[config.mk]
export PLATFORM = sky130hd
export DESIGN_NAME = scoreboard_ctrl
export DESIGN_NICKNAME = d
export VERILOG_FILES = /design/src/rtl/scoreboard_ctrl.sv
export SDC_FILE = /design/constraint.sdc
export NUM_CORES = 1
export LEC_CHECK = 0
export CORE_MARGIN = 2
export CORE_UTILIZATION = 25
export CTS_BUF_LIST = sky130_fd_sc_hd__clkbuf_8
export DETAILED_ROUTE_END_ITERATION = 8
export HOLD_SLACK_MARGIN = 0.05
export PLACE_DENSITY = 0.44
export SLEW_MARGIN = 20
export SYNTH_ARGS = -nofsm -noshare
export SYNTH_HDL_FRONTEND = slang
export SYNTH_SLANG_ARGS = --single-unit
export TNS_END_PERCENT = 5
[constraint.sdc]
create_clock -name clk -period 12.1 [get_ports clk]
set_input_delay 1.21 -clock clk [delete_from_list [all_inputs] [get_ports clk]]
set_output_delay 1.21 -clock clk [all_outputs]
set_load 0.01 [all_outputs]
[src/rtl/scoreboard_ctrl.sv]
// -----------------------------------------------------------------------------
// scoreboard_ctrl
//   Register-hazard scheduler at the ID/EX boundary. Tracks destination
//   registers that have writes outstanding from the long-latency units (MUL,
//   DIV, FPU). It raises a combinational hazard that holds the instruction in
//   ID/EX until the instruction's sources and destination are no longer
//   pending. ALU/MEM results are covered by forwarding and are never tracked.
//
//   Compile-time option:
//     SCOREBOARD_WB_BYPASS_EN - when defined, an entry that is being retired
//       by the writeback port this cycle already counts as free for the hazard
//       computation. MEM-to-ID forwarding in the register file supplies the
//       value. When undefined, the stall releases one cycle after writeback.
//
//   Ports:
//     clk, reset          clock, asynchronous active-high reset
//     id_valid            ID/EX holds a live instruction
//     id_rsN_addr/access  source N address / source N is read (N = 1..3)
//     id_rd_addr/access   destination address / destination is written
//     id_unit             producer: 0 ALU/MEM, 1 MUL, 2 DIV, 3 FPU
//     issue_fire          ID to EX transfer this cycle
//     wb_valid/addr/unit  register-file write port (MEM-stage writeback)
//     hazard              combinational stall request to ID
//     busy_mul/div/fpu    at least one write outstanding from that unit
//     pending_cnt         number of pending registers
//     err_orphan          sticky: writeback from a tracked unit with no match
// -----------------------------------------------------------------------------
module scoreboard_ctrl #(
   parameter int NUM_REGS = 64,
   parameter int ADDR_W   = 6
) (
   input  logic              clk,
   input  logic              reset,
   input  logic              id_valid,
   input  logic [ADDR_W-1:0] id_rs1_addr,
   input  logic              id_rs1_access,
   input  logic [ADDR_W-1:0] id_rs2_addr,
   input  logic              id_rs2_access,
   input  logic [ADDR_W-1:0] id_rs3_addr,
   input  logic              id_rs3_access,
   input  logic [ADDR_W-1:0] id_rd_addr,
   input  logic              id_rd_access,
   input  logic [1:0]        id_unit,
   input  logic              issue_fire,
   input  logic              wb_valid,
   input  logic [ADDR_W-1:0] wb_addr,
   input  logic [1:0]        wb_unit,
   output logic              hazard,
   output logic              busy_mul,
   output logic              busy_div,
   output logic              busy_fpu,
   output logic [ADDR_W:0]   pending_cnt,
   output logic              err_orphan
);

   localparam int CNT_W = ADDR_W + 1;
   localparam logic [1:0] UNIT_ALU = 2'd0;
   localparam logic [1:0] UNIT_MUL = 2'd1;
   localparam logic [1:0] UNIT_DIV = 2'd2;
   localparam logic [1:0] UNIT_FPU = 2'd3;

   logic [NUM_REGS-1:0]      pend_q, pend_d;
   logic [NUM_REGS-1:0][1:0] tag_q, tag_d;
   logic [NUM_REGS-1:0]      clr_mask;
   logic [NUM_REGS-1:0]      pend_haz;
   logic [CNT_W-1:0]         cnt_q, cnt_d;
   logic                     busy_mul_q, busy_mul_d;
   logic                     busy_div_q, busy_div_d;
   logic                     busy_fpu_q, busy_fpu_d;
   logic                     err_q, err_d;
   logic                     set_en, clr_en, orphan;
   logic                     cnt_inc, cnt_dec;
   logic                     raw, waw;

   always_comb begin
      // Entry 0 is never set, so it can never match a clear either.
      set_en = issue_fire && id_rd_access && (id_unit != UNIT_ALU) &&
               (id_rd_addr != '0);
      clr_en = wb_valid && pend_q[wb_addr] && (tag_q[wb_addr] == wb_unit);
      orphan = wb_valid && (wb_unit != UNIT_ALU) && (wb_addr != '0) && !clr_en;

      clr_mask = '0;
      if (clr_en) clr_mask[wb_addr] = 1'b1;

      // Set is applied after clear so a same-address collision keeps the
      // entry pending under the new producer.
      pend_d = pend_q & ~clr_mask;
      tag_d  = tag_q;
      if (set_en) begin
         pend_d[id_rd_addr] = 1'b1;
         tag_d[id_rd_addr]  = id_unit;
      end

      // Only a newly pending entry counts up; a clear that is overridden by a
      // same-address set does not count down.
      cnt_inc = set_en && !pend_q[id_rd_addr];
      cnt_dec = clr_en && !(set_en && (id_rd_addr == wb_addr));
      cnt_d   = cnt_q + CNT_W'(cnt_inc) - CNT_W'(cnt_dec);

      busy_mul_d = 1'b0;
      busy_div_d = 1'b0;
      busy_fpu_d = 1'b0;
      for (int i = 0; i < NUM_REGS; i++) begin
         busy_mul_d = busy_mul_d | (pend_d[i] && (tag_d[i] == UNIT_MUL));
         busy_div_d = busy_div_d | (pend_d[i] && (tag_d[i] == UNIT_DIV));
         busy_fpu_d = busy_fpu_d | (pend_d[i] && (tag_d[i] == UNIT_FPU));
      end

      err_d = err_q | orphan;
   end

   // Pending view used for stalling; with the bypass an entry retiring this
   // cycle is already treated as free.
   always_comb begin
`ifdef SCOREBOARD_WB_BYPASS_EN
      pend_haz = pend_q & ~clr_mask;
`else
      pend_haz = pend_q;
`endif
      raw = (id_rs1_access && pend_haz[id_rs1_addr]) ||
            (id_rs2_access && pend_haz[id_rs2_addr]) ||
            (id_rs3_access && pend_haz[id_rs3_addr]);
      waw = id_rd_access && pend_haz[id_rd_addr];
      hazard = id_valid && (raw || waw);
   end

   always_ff @(posedge clk or posedge reset) begin
      if (reset) begin
         pend_q     <= '0;
         tag_q      <= '0;
         cnt_q      <= '0;
         busy_mul_q <= 1'b0;
         busy_div_q <= 1'b0;
         busy_fpu_q <= 1'b0;
         err_q      <= 1'b0;
      end else begin
         pend_q     <= pend_d;
         tag_q      <= tag_d;
         cnt_q      <= cnt_d;
         busy_mul_q <= busy_mul_d;
         busy_div_q <= busy_div_d;
         busy_fpu_q <= busy_fpu_d;
         err_q      <= err_d;
      end
   end

   assign busy_mul    = busy_mul_q;
   assign busy_div    = busy_div_q;
   assign busy_fpu    = busy_fpu_q;
   assign pending_cnt = cnt_q;
   assign err_orphan  = err_q;

   a_cnt_popcount: assert property (@(posedge clk) disable iff (reset)
      cnt_q == CNT_W'($countones(pend_q)));

   a_no_issue_on_hazard: assert property (@(posedge clk) disable iff (reset)
      !(issue_fire && hazard));

endmodule

## Yosys cells after proc, flatten, opt, wreduce, memory -nomap -nowiden

Index checks and enable logic that the tools add are counted.

- Bits in registers: 203
- Bits in latches: 0
- RAM bits: 0
- Memory bits (read-only): 0
- Input port bits: 43
- Output and inout port bits: 12
- Logic and storage cells: 708
- Memories kept: 0

- Add/sub/neg operators: 2
- Multiply operators: 0
- Divide/modulo/power cells: 0
- Magnitude comparators: 7
- Eq/ne operators: 194
- Shifts and indexed selects: 0
- Muxes and demuxes: 22
- Bitwise gates (word level): 193
- Reductions and logical operators: 220

Operator list:

| cell | count |
|---|---|
| $eq A2 B2 Y1 const B | 128 |
| $logic_and A1 B1 Y1 | 210 |
| $or A1 B1 Y1 | 190 |
| $bwmux W128 | 1 |
| $eq A2 B1 Y1 const B | 64 |
| $mux W128 | 1 |
| $mux W64 | 2 |
| $and A64 B64 Y64 | 1 |
| $not A64 Y64 | 1 |
| $or A64 B64 Y64 | 1 |
| $lt A6 B7 Y1 const B | 5 |
| $bmux W1 S6 | 5 |
| $bmux W2 S6 | 1 |
| $demux W1 S6 | 2 |
| $demux W2 S6 | 1 |
| $ge A6 B1 Y1 const B | 2 |
| $reduce_bool A6 Y1 | 2 |
| $add A7 B1 Y7 | 1 |
| $mux W1 | 7 |
| $sub A7 B1 Y7 | 1 |
| $eq A6 B6 Y1 | 1 |
| $mux W2 | 2 |
| $reduce_bool A2 Y1 | 2 |
| $logic_not A1 Y1 | 3 |
| 2 further kinds | 4 |

## Longest topological paths before layout

Gate-level depths: netlist of run 1.

- Word-level depth: 73
- Gate-level depth with buffers: 27
- Gate-level depth less buffers: 20

## Least setup slack after synthesis of run 1

Ideal clock, no wire load.

- Path kind: input to register
- Start: input wb_addr[0]
- End: register cnt_q[6], in the netlist pending_cnt[6]
- Setup time: 125 ps
- Arrival: 5,469 ps
- Path slack: 6,506 ps
- Stages: 25
- Buffers on the path: 7
- Cells stage by stage: buf_6 > buf_2 > mux4_2 > a32oi_1 > nand4_1 > nor4_1 > o221a_2 > buf_2 > buf_4 > buf_2 > clkbuf_1 > buf_2 > nand2_1 > a21oi_1 > ha_1 > inv_1 > ha_1 > inv_1 > fa_1 > inv_1 > a21o_1 > a21oi_1 > o21bai_1 > a21oi_1 > xnor2_1

- Cells in the longest elaborated chain, start to end: 6
- Elaborated cells on any way between the ends: 12

RTL lines:

| item | line | text |
|---|---|---|
| from (decl) | 46 | `input logic [ADDR_W-1:0] wb_addr,` |
| $bmux W2 S6 or $bmux W1 S6 (tied branches) | 79 | `clr_en = wb_valid && pend_q[wb_addr] && (tag_q[wb_addr] == wb_unit);` |
| $mux W2 (not written as such) or $mux W1 (tied branches) | 79 |  |
| $eq A2 B2 Y1 or $logic_and A1 B1 Y1 (tied branches) | 79 |  |
| $logic_and A1 B1 Y1 | 79 |  |
| $logic_and A1 B1 Y1 * | 97 | `cnt_dec = clr_en && !(set_en && (id_rd_addr == wb_addr));` |
| $sub A7 B1 Y7 * | 98 | `cnt_d = cnt_q + CNT_W'(cnt_inc) - CNT_W'(cnt_dec);` |
| named net cnt_d[6] | 66 | `logic [CNT_W-1:0] cnt_q, cnt_d;` |
| to (signal assigned) | 139 | `cnt_q <= cnt_d;` |
| to (decl) | 66 |  |

Mark *: on every way through the listed nets, which the timed path passes. The rest lies on a longest branch. The select of a mux whose other input is x is not followed.

## Worst setup path in the final report of run 1

- Start: input wb_addr[0]
- End: register busy_div_q, in the netlist busy_div

- Cells in the longest elaborated chain, start to end: 73
- Elaborated cells on any way between the ends: 144

RTL lines:

| item | line | text |
|---|---|---|
| $lt A6 B7 Y1 (not written as such), or another cell as far along | 83 | `if (clr_en) clr_mask[wb_addr] = 1'b1;` |
| $logic_and A1 B1 Y1 (not written as such), or another cell as far along | 83 |  |
| $mux W1 (not written as such), or another cell as far along | 83 |  |
| $demux W1 S6 or $logic_and A1 B1 Y1 (tied branches) | 83, 79 |  |
| $mux W64 * | 83 |  |
| $not A64 Y64 * | 87 | `pend_d = pend_q & ~clr_mask;` |
| $and A64 B64 Y64 * | 87 |  |
| $or A64 B64 Y64 (no line) | -- |  |
| $mux W64 * | 89 | `if (set_en) begin` |
| $logic_and A1 B1 Y1 | 105 | `busy_div_d = busy_div_d \| (pend_d[i] && (tag_d[i] == UNIT_DIV));` |
| $or A1 B1 Y1 (62 in series) | 105 |  |
| $or A1 B1 Y1 * | 105 |  |
| named net busy_div_d | 68 | `logic busy_div_q, busy_div_d;` |
| to (signal assigned) | 141 | `busy_div_q <= busy_div_d;` |
| to (decl) | 68 |  |

Marked as above.

==> impl_metrics.py, run 1 <==
metrics = {
    "status": {
        "status": "finished clean",
    },
    "floorplanning": {
        "floorplan.die.width_um": 255,
        "starting_utilization_of_the_core_area": 0.254,
        "core_region_um2": 61900,
        "die_height_um": 255,
        "fp_rows": 91,
        "io_pins": 55,
        "area_of_the_die_um2": 64800,
    },
    "logic_synthesis": {
        "ys_types": 83,
        "ys.warnings.count": 0,
        "postSynthNetCount": 1747,
        "synth-seq-cells": 203,
        "syn-cell-area_um2": 15700,
        "postSynthCellCount": 1696,
        "synthesis.area_per_instance_um2": 9.26,
        "synthFlopType": "sky130_fd_sc_hd__dfrtp_1",
        "synth-edff-count": 0,
        "synth_sequential_area_ratio": 0.323,
        "async_reset_ff_frac": 1.00,
    },
    "route": {
        "dr_total_vias": 16300,
        "dr.pass1.iters": 6,
        "vias_per_cell": 6.37,
        "detail_route.drc_violations": 0,
        "routed_wirelength_um": 97200,
        "drt_iter0_markers": 2471,
        "final_antenna_net_count": 0,
        "routedWlPerCell_um": 37.9,
    },
    "clock_network": {
        "clock_tree.htree_level_count": 2,
        "clkSinkCount": 203,
        "clock_tree_from_tritoncts": "done",
        "cts_buffer_depth": 3,
        "tritoncts.num_buffers": 41,
        "clock_slew_at_reported_path_ffs_ns": 0.06,
        "post_cts_resize_count": 0,
        "clock_insertion_delay_worst_skew_ns": 0.67,
        "holdBufCountCts": 0,
        "cts_root_buf": "sky130_fd_sc_hd__clkbuf_8",
        "cts.repair_timing.setup_buffer_count": 0,
    },
    "setup_path": {
        "timing.critical_path.from_type": "input port",
        "reg2reg_from": "tag_q[52]",
        "cp-endpoint": "busy_div",
        "timing.critical_path.required_ns": 12.61,
        "timing.reg2reg.setup_slack_ns": 6.31,
        "regToRegEndpoint": "busy_div",
        "worstSetupEndpointType": "flip-flop",
        "r2r.worst_path.cells": 11,
        "critPathMaxFanout": 55,
        "timing.critical_path.from": "wb_addr[0]",
        "timing_worst_setup_path_type": "in2reg",
        "cp_data_arrival_time_ns": 7.71,
    },
    "run": {
        "max_cap_violations": 0,
    },
    "sta": {
        "timing.max_slew.rel_slack": 0.256,
        "fin_crit_sh": 0.595,
        "maxSlewViolCount": 0,
        "rsz0062_at_grt": "false",
        "timing.hold.ws_ns": 0.496,
        "setup_violations": 0,
        "worst-slew-pin-transition_ns": 1.11,
        "hold_viol": 0,
        "timing.fmax_ghz": 0.139,
        "clock_skew_ns": 0.0478,
        "fin_tns_setup_ns": 0,
        "post-route-min-period_ns": 7.20,
    },
    "grt": {
        "track_usage": 0.298,
        "grt_antenna_before_repair": 8,
        "grt_start_max_net_pins": 75,
        "globalRoute.totalOverflow": 0,
        "vias_in_the_first_global_route": 15400,
        "first_pass_grt_wire_length_um": 132000,
    },
    "power": {
        "total_power_mw": 2.23,
        "vdd_ir_drop_max_v": 0.0000592,
        "power_per_cell_area_nw_per_um2": 125,
        "p_leak_nw": 7.32,
    },
    "cells_and_area": {
        "drive_gt1_frac": 0.198,
        "instances_no_fill": 2565,
        "area.growth.synth_to_final_pct": 13.6,
        "layout.cells.most_common": "sky130_fd_sc_hd__dfrtp_1",
        "final_cell_mix": "203 x sky130_fd_sc_hd__dfrtp_1, 143 x sky130_fd_sc_hd__nand2_1, 141 x sky130_fd_sc_hd__nor2_1, 98 x sky130_fd_sc_hd__inv_1, 97 x sky130_fd_sc_hd__mux2_2",
        "layout.nets": 1747,
    },
    "placement": {
        "input_output_buffers": 54,
        "dp_hpwl_um": 75000,
        "place_inst": 2490,
        "gpl_wtd_cong": 1.06,
    },
    "min_path": {
        "hold_class": "reg2reg",
    },
}
[synth_stat cells, drive strengths merged, types with 50 or more instances]
| library cell | instances | area (µm²) |
|---|---|---|
| a31oi | 63 | 400 |
| nor2 | 142 | 536 |
| mux2 | 97 | 1090 |
| inv | 93 | 349 |
| buf | 50 | 280 |
| nand3 | 86 | 435 |
| o21ai | 78 | 390 |
| clkbuf | 92 | 347 |
| nand2 | 143 | 537 |
| nand4 | 52 | 325 |
| dfrtp | 203 | 5080 |
| mux4 | 86 | 1940 |
[per-layer routing]
layer	GRT usage	share of wire
met1	0.409	0.41
met2	0.425	0.41
met3	0.0733	0.10
met4	0.170	0.066
met5	0	0.00055
[cell families after synthesis]
family | after synthesis | share of synthesized area
adder cells (fa/ha/maj) | 8 | 0.00685
buffers and inverters | 235 | 0.0621
XOR/XNOR | 14 | 0.00829
multiplexers | 218 | 0.215
AO/OA/AOI/OAI | 407 | 0.185
flip-flops | 203 | 0.323
AND/OR/NAND/NOR | 611 | 0.199
[flip-flops by register name (all words and copies together), names as in the netlist]
signal,count
tag_q,128
pend_haz,64
pending_cnt,7
busy_div,1
busy_fpu,1
busy_mul,1
err_orphan,1
[cell type report]
| class | count | area, µm² |
|---|---|---|
| inverters | 93 | 357 |
| multi-input cells | 1258 | 9690 |
| diodes | 3 | 7.51 |
| clock inverters | 22 | 134 |
| flip-flops and latches | 203 | 5080 |
| clock buffers | 50 | 688 |
| well taps | 837 | 1050 |
| repair buffers | 99 | 841 |
| fillers | 6629 | 44100 |
[critical path: stages]
cell,delay (ns)
sky130_fd_sc_hd__buf_4,0.28
sky130_fd_sc_hd__buf_4,0.67
sky130_fd_sc_hd__nor2_2,0.33
sky130_fd_sc_hd__a221o_1,0.37
sky130_fd_sc_hd__a222oi_1,0.54
sky130_fd_sc_hd__o22ai_1,0.21
sky130_fd_sc_hd__nor4b_4,0.41
sky130_fd_sc_hd__xor2_4,0.53
sky130_fd_sc_hd__buf_4,0.66
sky130_fd_sc_hd__a31oi_1,0.48
sky130_fd_sc_hd__nor4_1,0.97
sky130_fd_sc_hd__o211ai_1,0.33
sky130_fd_sc_hd__nor4_1,0.48
sky130_fd_sc_hd__nand4_1,0.14
[stage by stage]
step	area, µm²	setup WS (ns)	utilization
2_1_floorplan	15700	5.35	-
3_3_place_gp	17000	4.38	0.275
3_5_place_dp	17000	4.44	0.275
4_1_cts	17900	5.07	0.288
5_1_grt	17800	4.89	0.288
6_report	17800	4.90	0.288
[worst min-delay path by stage]
| stage | start | endpoint | slack, ns | cells past startpoint |
|---|---|---|---|---|
| floorplan | tag_q[1] | tag_q[1] | 0.48 | 1 |
| global placement | tag_q[1] | tag_q[1] | 0.48 | 0 |
| detailed placement | tag_q[1] | tag_q[1] | 0.48 | 0 |
| CTS | tag_q[1] | tag_q[1] | 0.50 | 0 |
| global route | tag_q[1] | tag_q[1] | 0.50 | 0 |
| finish | tag_q[1] | tag_q[1] | 0.50 | 0 |
[report_power, final]
group	internal (mW)	switching [mW]	total [mW]	leakage [nW]
Sequential	0.746	0.135	0.881	2.67
Combinational	0.245	0.345	0.590	4.18
Clock	0.397	0.363	0.759	0.466
Total	1.39	0.844	2.23	7.32
(Power assumes the default switching activity.)
==> inputs of run 2 (changes only) <==
PLACE_DENSITY = 0.46   (was 0.44)
clock period = 6.5 ns   (was 12.1 ns; I/O delays follow)
==> impl_metrics.py, run 2 (synthesis results as in run 1) <==
metrics = {
    "power": {
        "vdd_ir_drop_max_v": 0.000113,
        "power_per_cell_area_nw_per_um2": 232,
        "p_leak_nw": 7.54,
        "total_power_mw": 4.25,
    },
    "sta": {
        "maxSlewViolCount": 0,
        "timing.hold.ws_ns": 0.488,
        "clock_skew_ns": 0.0442,
        "timing.max_slew.rel_slack": 0.210,
        "worst-slew-pin-transition_ns": 1.16,
        "timing.final.ws_setup_ns": 0.898,
        "fin_tns_setup_ns": 0,
        "rsz0062_at_grt": "false",
        "setup_violations": 0,
        "hold_viol": 0,
        "timing.fmax_ghz": 0.179,
        "post-route-min-period_ns": 5.60,
        "fin_crit_sh": 0.862,
    },
    "setup_path": {
        "cp_data_arrival_time_ns": 6.10,
        "timing.critical_path.from": "wb_addr[0]",
        "r2r.worst_path.cells": 12,
        "worst_path_cell_trace": "buf_4, mux4_2, a22o_1, a21oi_1, o21ai_0, nor4_1, o221a_4, buf_12, and3_1, o21ai_0, nor4bb_1, nand4_1, or4_1",
        "timing.reg2reg.setup_slack_ns": 1.37,
        "timing.critical_path.from_type": "input port",
        "reg2reg_from": "tag_q[39]",
        "critPathMaxFanout": 45,
        "worstPathBufferInverterCount": 2,
        "timing.critical_path.depth": 13,
        "regToRegEndpoint": "busy_fpu",
        "critical-path-slowest-cell": "sky130_fd_sc_hd__nor4bb_1",
        "cpLargestDelayFamily": "simple AND/OR/NAND/NOR gates",
        "worstSetupEndpointType": "flip-flop",
        "max_stage_delay_ns": 1.08,
        "cp-endpoint": "busy_fpu",
        "timing_worst_setup_path_type": "in2reg",
        "path_common_cell": "sky130_fd_sc_hd__o21ai_0",
        "timing.critical_path.required_ns": 7.00,
    },
    "clock_network": {
        "cts.repair_timing.setup_buffer_count": 0,
        "clock_slew_at_reported_path_ffs_ns": 0.06,
        "tritoncts.num_buffers": 43,
        "clock_tree.htree_level_count": 2,
        "cts_buffer_depth": 3,
        "holdBufCountCts": 0,
        "clkSinkCount": 203,
        "clock_tree_from_tritoncts": "done",
        "clock_insertion_delay_worst_skew_ns": 0.65,
        "cts_root_buf": "sky130_fd_sc_hd__clkbuf_8",
        "post_cts_resize_count": 0,
    },
    "cells_and_area": {
        "drive_gt1_frac": 0.216,
        "largest_reg_flops": 128,
        "layout.nets": 1793,
        "utilization": 0.295,
        "registers.top_by_ff_count": "tag_q",
        "area.growth.synth_to_final_pct": 16.3,
        "layout.cells.most_common": "sky130_fd_sc_hd__dfrtp_1",
        "instances_no_fill": 2603,
        "final_cell_mix": "203 x sky130_fd_sc_hd__dfrtp_1, 143 x sky130_fd_sc_hd__nand2_1, 140 x sky130_fd_sc_hd__nor2_1, 97 x sky130_fd_sc_hd__mux2_2, 96 x sky130_fd_sc_hd__inv_1",
        "finish.instance_area_um2": 18300,
    },
    "placement": {
        "place_area_um2": 17400,
        "dpl_worst_slack_ns": 0.583,
        "place_inst": 2534,
        "dp_hpwl_um": 75400,
        "gpl_wtd_cong": 1.09,
        "input_output_buffers": 54,
    },
    "floorplanning": {
        "area_of_the_die_um2": 64800,
        "io_pins": 55,
        "starting_utilization_of_the_core_area": 0.254,
        "core_region_um2": 61900,
        "die_height_um": 255,
        "floorplan.die.width_um": 255,
        "fp_rows": 91,
    },
    "grt": {
        "vias_in_the_first_global_route": 15900,
        "first_pass_grt_wire_length_um": 132000,
        "track_usage": 0.296,
        "grt_antenna_before_repair": 9,
        "grt_start_max_net_pins": 85,
        "globalRoute.totalOverflow": 0,
    },
    "route": {
        "vias_per_cell": 6.34,
        "final_antenna_net_count": 0,
        "detail_route.drc_violations": 0,
        "routed_wirelength_um": 96000,
        "dr.pass1.iters": 6,
        "drt_iter0_markers": 2469,
        "routedWlPerCell_um": 36.9,
        "dr_total_vias": 16500,
    },
    "min_path": {
        "hold-path-cell-count": 1,
        "hold_class": "reg2reg",
    },
    "run": {
        "max_cap_violations": 0,
    },
    "status": {
        "status": "finished clean",
    },
}
[run 2: cell types whose count changed in the layout (fill, tap and decap cells not counted), moves of 2 or more]
cell	before	now
sky130_fd_sc_hd__nor3_1	33	35
sky130_fd_sc_hd__buf_12	0	5
sky130_fd_sc_hd__buf_4	46	85
sky130_fd_sc_hd__bufinv_16	1	4
sky130_fd_sc_hd__inv_1	98	96
sky130_fd_sc_hd__nor3_2	2	0
sky130_fd_sc_hd__clkinv_2	9	4
sky130_fd_sc_hd__clkinvlp_4	1	3
sky130_fd_sc_hd__inv_6	2	0
[run 2: power breakdown]
group | internal [mW] | switching [mW]
clock | 0.838 | 0.654
combinational | 0.476 | 0.638
sequential | 1.39 | 0.251
[run 2: routing by layer]
metal / global-route usage / vias up / wire (µm)
met1: 0.389 / 8342 / 38100
met2: 0.432 / 1264 / 40100
met4: 0.179 / 10 / 6660
li1: - / 6598 / -
met3: 0.0806 / 293 / 11000
met5: 0 / - / 63
[run 2: final cells by class]
| class | instances | area, µm² |
|---|---|---|
| fillers | 6589 | 43700 |
| multi-input cells | 1258 | 9690 |
| flip-flops and latches | 203 | 5080 |
| repair buffers | 143 | 1230 |
| well taps | 837 | 1050 |
| clock buffers | 49 | 674 |
| inverters | 93 | 357 |
| clock inverters | 18 | 189 |
| diodes | 2 | 5.00 |
[run 2: worst min path at each step]
| stage | start | to |
|---|---|---|
| after floorplan | tag_q[1] | tag_q[1] |
| after global placement | err_orphan | err_orphan |
| after detailed placement | tag_q[1] | tag_q[1] |
| after CTS | tag_q[1] | tag_q[1] |
| after global routing | tag_q[1] | tag_q[1] |
| final | err_orphan | err_orphan |
==> inputs of run 3 (changes only) <==
ABC_AREA = 1   (was not set)
==> impl_metrics.py, run 3 <==
metrics = {
    "sta": {
        "hold_viol": 0,
        "rsz0062_at_grt": "false",
        "timing.max_slew.rel_slack": 0.310,
        "maxSlewViolCount": 0,
        "setup_violations": 0,
        "timing.fmax_ghz": 0.187,
        "fin_crit_sh": 0.821,
        "post-route-min-period_ns": 5.34,
        "worst-slew-pin-transition_ns": 1.03,
        "clock_skew_ns": 0.0372,
        "fin_tns_setup_ns": 0,
    },
    "floorplanning": {
        "die_height_um": 255,
        "starting_utilization_of_the_core_area": 0.254,
        "io_pins": 55,
        "core_region_um2": 61900,
        "fp_rows": 91,
        "area_of_the_die_um2": 64900,
        "floorplan.die.width_um": 255,
    },
    "cells_and_area": {
        "area.growth.synth_to_final_pct": 13.7,
        "final_cell_mix": "902 x sky130_fd_sc_hd__nand2_1, 399 x sky130_fd_sc_hd__nor2_1, 371 x sky130_fd_sc_hd__inv_1, 205 x sky130_fd_sc_hd__o21ai_0, 203 x sky130_fd_sc_hd__dfrtp_1",
        "layout.cells.most_common": "sky130_fd_sc_hd__nand2_1",
        "layout.nets": 2711,
        "drive_gt1_frac": 0.0446,
        "utilization": 0.289,
        "registers.top_by_ff_count": "tag_q",
        "largest_reg_flops": 128,
    },
    "grt": {
        "first_pass_grt_wire_length_um": 114000,
        "grt_antenna_before_repair": 1,
        "grt_start_max_net_pins": 144,
        "globalRoute.totalOverflow": 0,
        "vias_in_the_first_global_route": 16500,
        "track_usage": 0.242,
    },
    "logic_synthesis": {
        "syn-cell-area_um2": 15700,
        "synthTopCellsByArea": "sky130_fd_sc_hd__dfrtp_1 32%, sky130_fd_sc_hd__nand2_1 22%, sky130_fd_sc_hd__nor2_1 9.5%",
        "netlist_top_cells_count": "902 x sky130_fd_sc_hd__nand2_1, 399 x sky130_fd_sc_hd__nor2_1, 362 x sky130_fd_sc_hd__inv_1",
        "yosys.cell_count.top_type": "sky130_fd_sc_hd__nand2_1",
        "ys.warnings.count": 0,
        "postSynthNetCount": 2685,
        "synth-seq-cells": 203,
        "synthFlopType": "sky130_fd_sc_hd__dfrtp_1",
        "netlist.area_leader.share": 0.323,
        "async_reset_ff_frac": 1.00,
        "synth_sequential_area_ratio": 0.323,
        "synth-edff-count": 0,
        "postSynthCellCount": 2634,
        "ys_types": 44,
        "synthesis.area_per_instance_um2": 5.97,
        "cell_type_contributing_the_most_total_cell_area_after_synthesis": "sky130_fd_sc_hd__dfrtp_1",
    },
    "clock_network": {
        "clock_tree_from_tritoncts": "done",
        "clock_tree.htree_level_count": 2,
        "cts_root_buf": "sky130_fd_sc_hd__clkbuf_8",
        "tritoncts.num_buffers": 40,
        "cts.repair_timing.setup_buffer_count": 0,
        "holdBufCountCts": 0,
        "clock_slew_at_reported_path_ffs_ns": 0.06,
        "clkSinkCount": 203,
        "cts_buffer_depth": 3,
        "post_cts_resize_count": 0,
        "clock_insertion_delay_worst_skew_ns": 0.62,
    },
    "setup_path": {
        "cp_data_arrival_time_ns": 4.69,
        "timing_worst_setup_path_type": "in2out",
        "worstSetupEndpointType": "output pin",
        "timing.critical_path.required_ns": 5.85,
        "timing.critical_path.from_type": "input port",
        "critPathMaxFanout": 9,
    },
    "placement": {
        "input_output_buffers": 54,
        "gpl_wtd_cong": 0.972,
        "dp_hpwl_um": 59800,
    },
    "run": {
        "max_cap_violations": 0,
    },
    "status": {
        "status": "finished clean",
    },
    "route": {
        "detail_route.drc_violations": 0,
        "routedWlPerCell_um": 22.4,
        "dr_total_vias": 17600,
        "final_antenna_net_count": 0,
        "vias_per_cell": 5.00,
        "drt_iter0_markers": 1972,
        "dr.pass1.iters": 6,
        "routed_wirelength_um": 79000,
    },
    "power": {
        "vdd_ir_drop_max_v": 0.000106,
        "power_per_cell_area_nw_per_um2": 229,
        "p_leak_nw": 8.75,
    },
    "min_path": {
        "hold_class": "reg2reg",
    },
}
==> run 3: cell types whose count changed after synthesis, moves of 41 or more <==
cell                       previous run  this run
sky130_fd_sc_hd__a31oi_1             62         3
sky130_fd_sc_hd__clkbuf_1            91        50
sky130_fd_sc_hd__inv_1               90       362
sky130_fd_sc_hd__mux2_2              97         0
sky130_fd_sc_hd__mux4_2              86         0
sky130_fd_sc_hd__nand2_1            143       902
sky130_fd_sc_hd__nand3_1             85       147
sky130_fd_sc_hd__nor2_1             141       399
sky130_fd_sc_hd__o21a_1               2        49
sky130_fd_sc_hd__o21ai_0             78       205
==> run 3: worst paths after layout <==
kind / end / from / slack, ns / depth (start not counted)
setup / recovery: hazard / id_rd_addr[2] / 1.16 / 13
hold / removal: tag_q[1] / tag_q[1] / 0.44 / 0
setup reg to reg: pending_cnt[6] / pend_haz[25] / 2.47 / 18
hold reg to reg: tag_q[1] / tag_q[1] / 0.44 / 0
max in group asynchronous: tag_q[19] / reset / 4.45 / 3
min in group asynchronous: tag_q[118] / reset / 0.57 / 2
==> run 3: metal layers <==
layer	share of wire	global-route usage
met5	0	0
met4	0.043	0.0974
met3	0.066	0.0339
met2	0.44	0.381
met1	0.46	0.334
==> run 3: power breakdown <==
part	leakage (nW)	internal, mW	total (mW)	switching, mW
Clock	0.479	0.773	1.39	0.620
Combinational	5.63	0.364	1.11	0.745
Sequential	2.64	1.40	1.60	0.201
Total	8.75	2.53	4.10	1.57
==> run 3: kinds of logic (layout without fill, tap and decap cells) <==
| family | count (synthesis) | in the layout | share of synthesized area |
|---|---|---|---|
| buf+inv | 490 | 545 | 0.127 |
| compound gates | 416 | 416 | 0.157 |
| other cells | 0 | 1 | 0 |
| simple gates | 1511 | 1511 | 0.383 |
| flops | 203 | 203 | 0.323 |
| xor+xnor | 6 | 6 | 0.00334 |
| fa+ha+maj | 8 | 8 | 0.00684 |
==> run 3: critical path, stage by stage <==
cell                              delay, ns
sky130_fd_sc_hd__clkdlybuf4s50_1       0.70
sky130_fd_sc_hd__inv_1                 0.21
sky130_fd_sc_hd__nor3_2                0.78
sky130_fd_sc_hd__inv_1                 0.60
sky130_fd_sc_hd__o21ai_0               0.33
sky130_fd_sc_hd__a221oi_1              0.07
sky130_fd_sc_hd__o2111ai_1             0.19
sky130_fd_sc_hd__nand2_1               0.11
sky130_fd_sc_hd__nand4_1               0.10
sky130_fd_sc_hd__or2_2                 0.16
sky130_fd_sc_hd__nand2_1               0.05
sky130_fd_sc_hd__a21boi_0              0.16
sky130_fd_sc_hd__clkdlybuf4s50_1       0.56
==> run 3: cell type report <==
type,instances,area [µm²]
multi-input cells,1941,8680
well taps,837,1050
clock inverters,14,61.3
inverters,394,1490
clock buffers,57,785
fillers,7016,44100
flip-flops and latches,203,5080
repair buffers,80,746
diodes,1,2.50
==> run 3: per-stage QoR <==
stage               power, mW  cells  cell area [µm²]  hold WS, ns  worst slack (ns)
finish                   4.10   3527            17900        0.444              1.16
global route             4.32   3527            17900        0.456              1.04
CTS                      4.12   3526            17900        0.436              1.21
detailed placement       2.70   3455            17000        0.428             0.682
global placement         2.70   3455            17000        0.418             0.648
floorplan                2.21   2634            15700        0.471             0.311
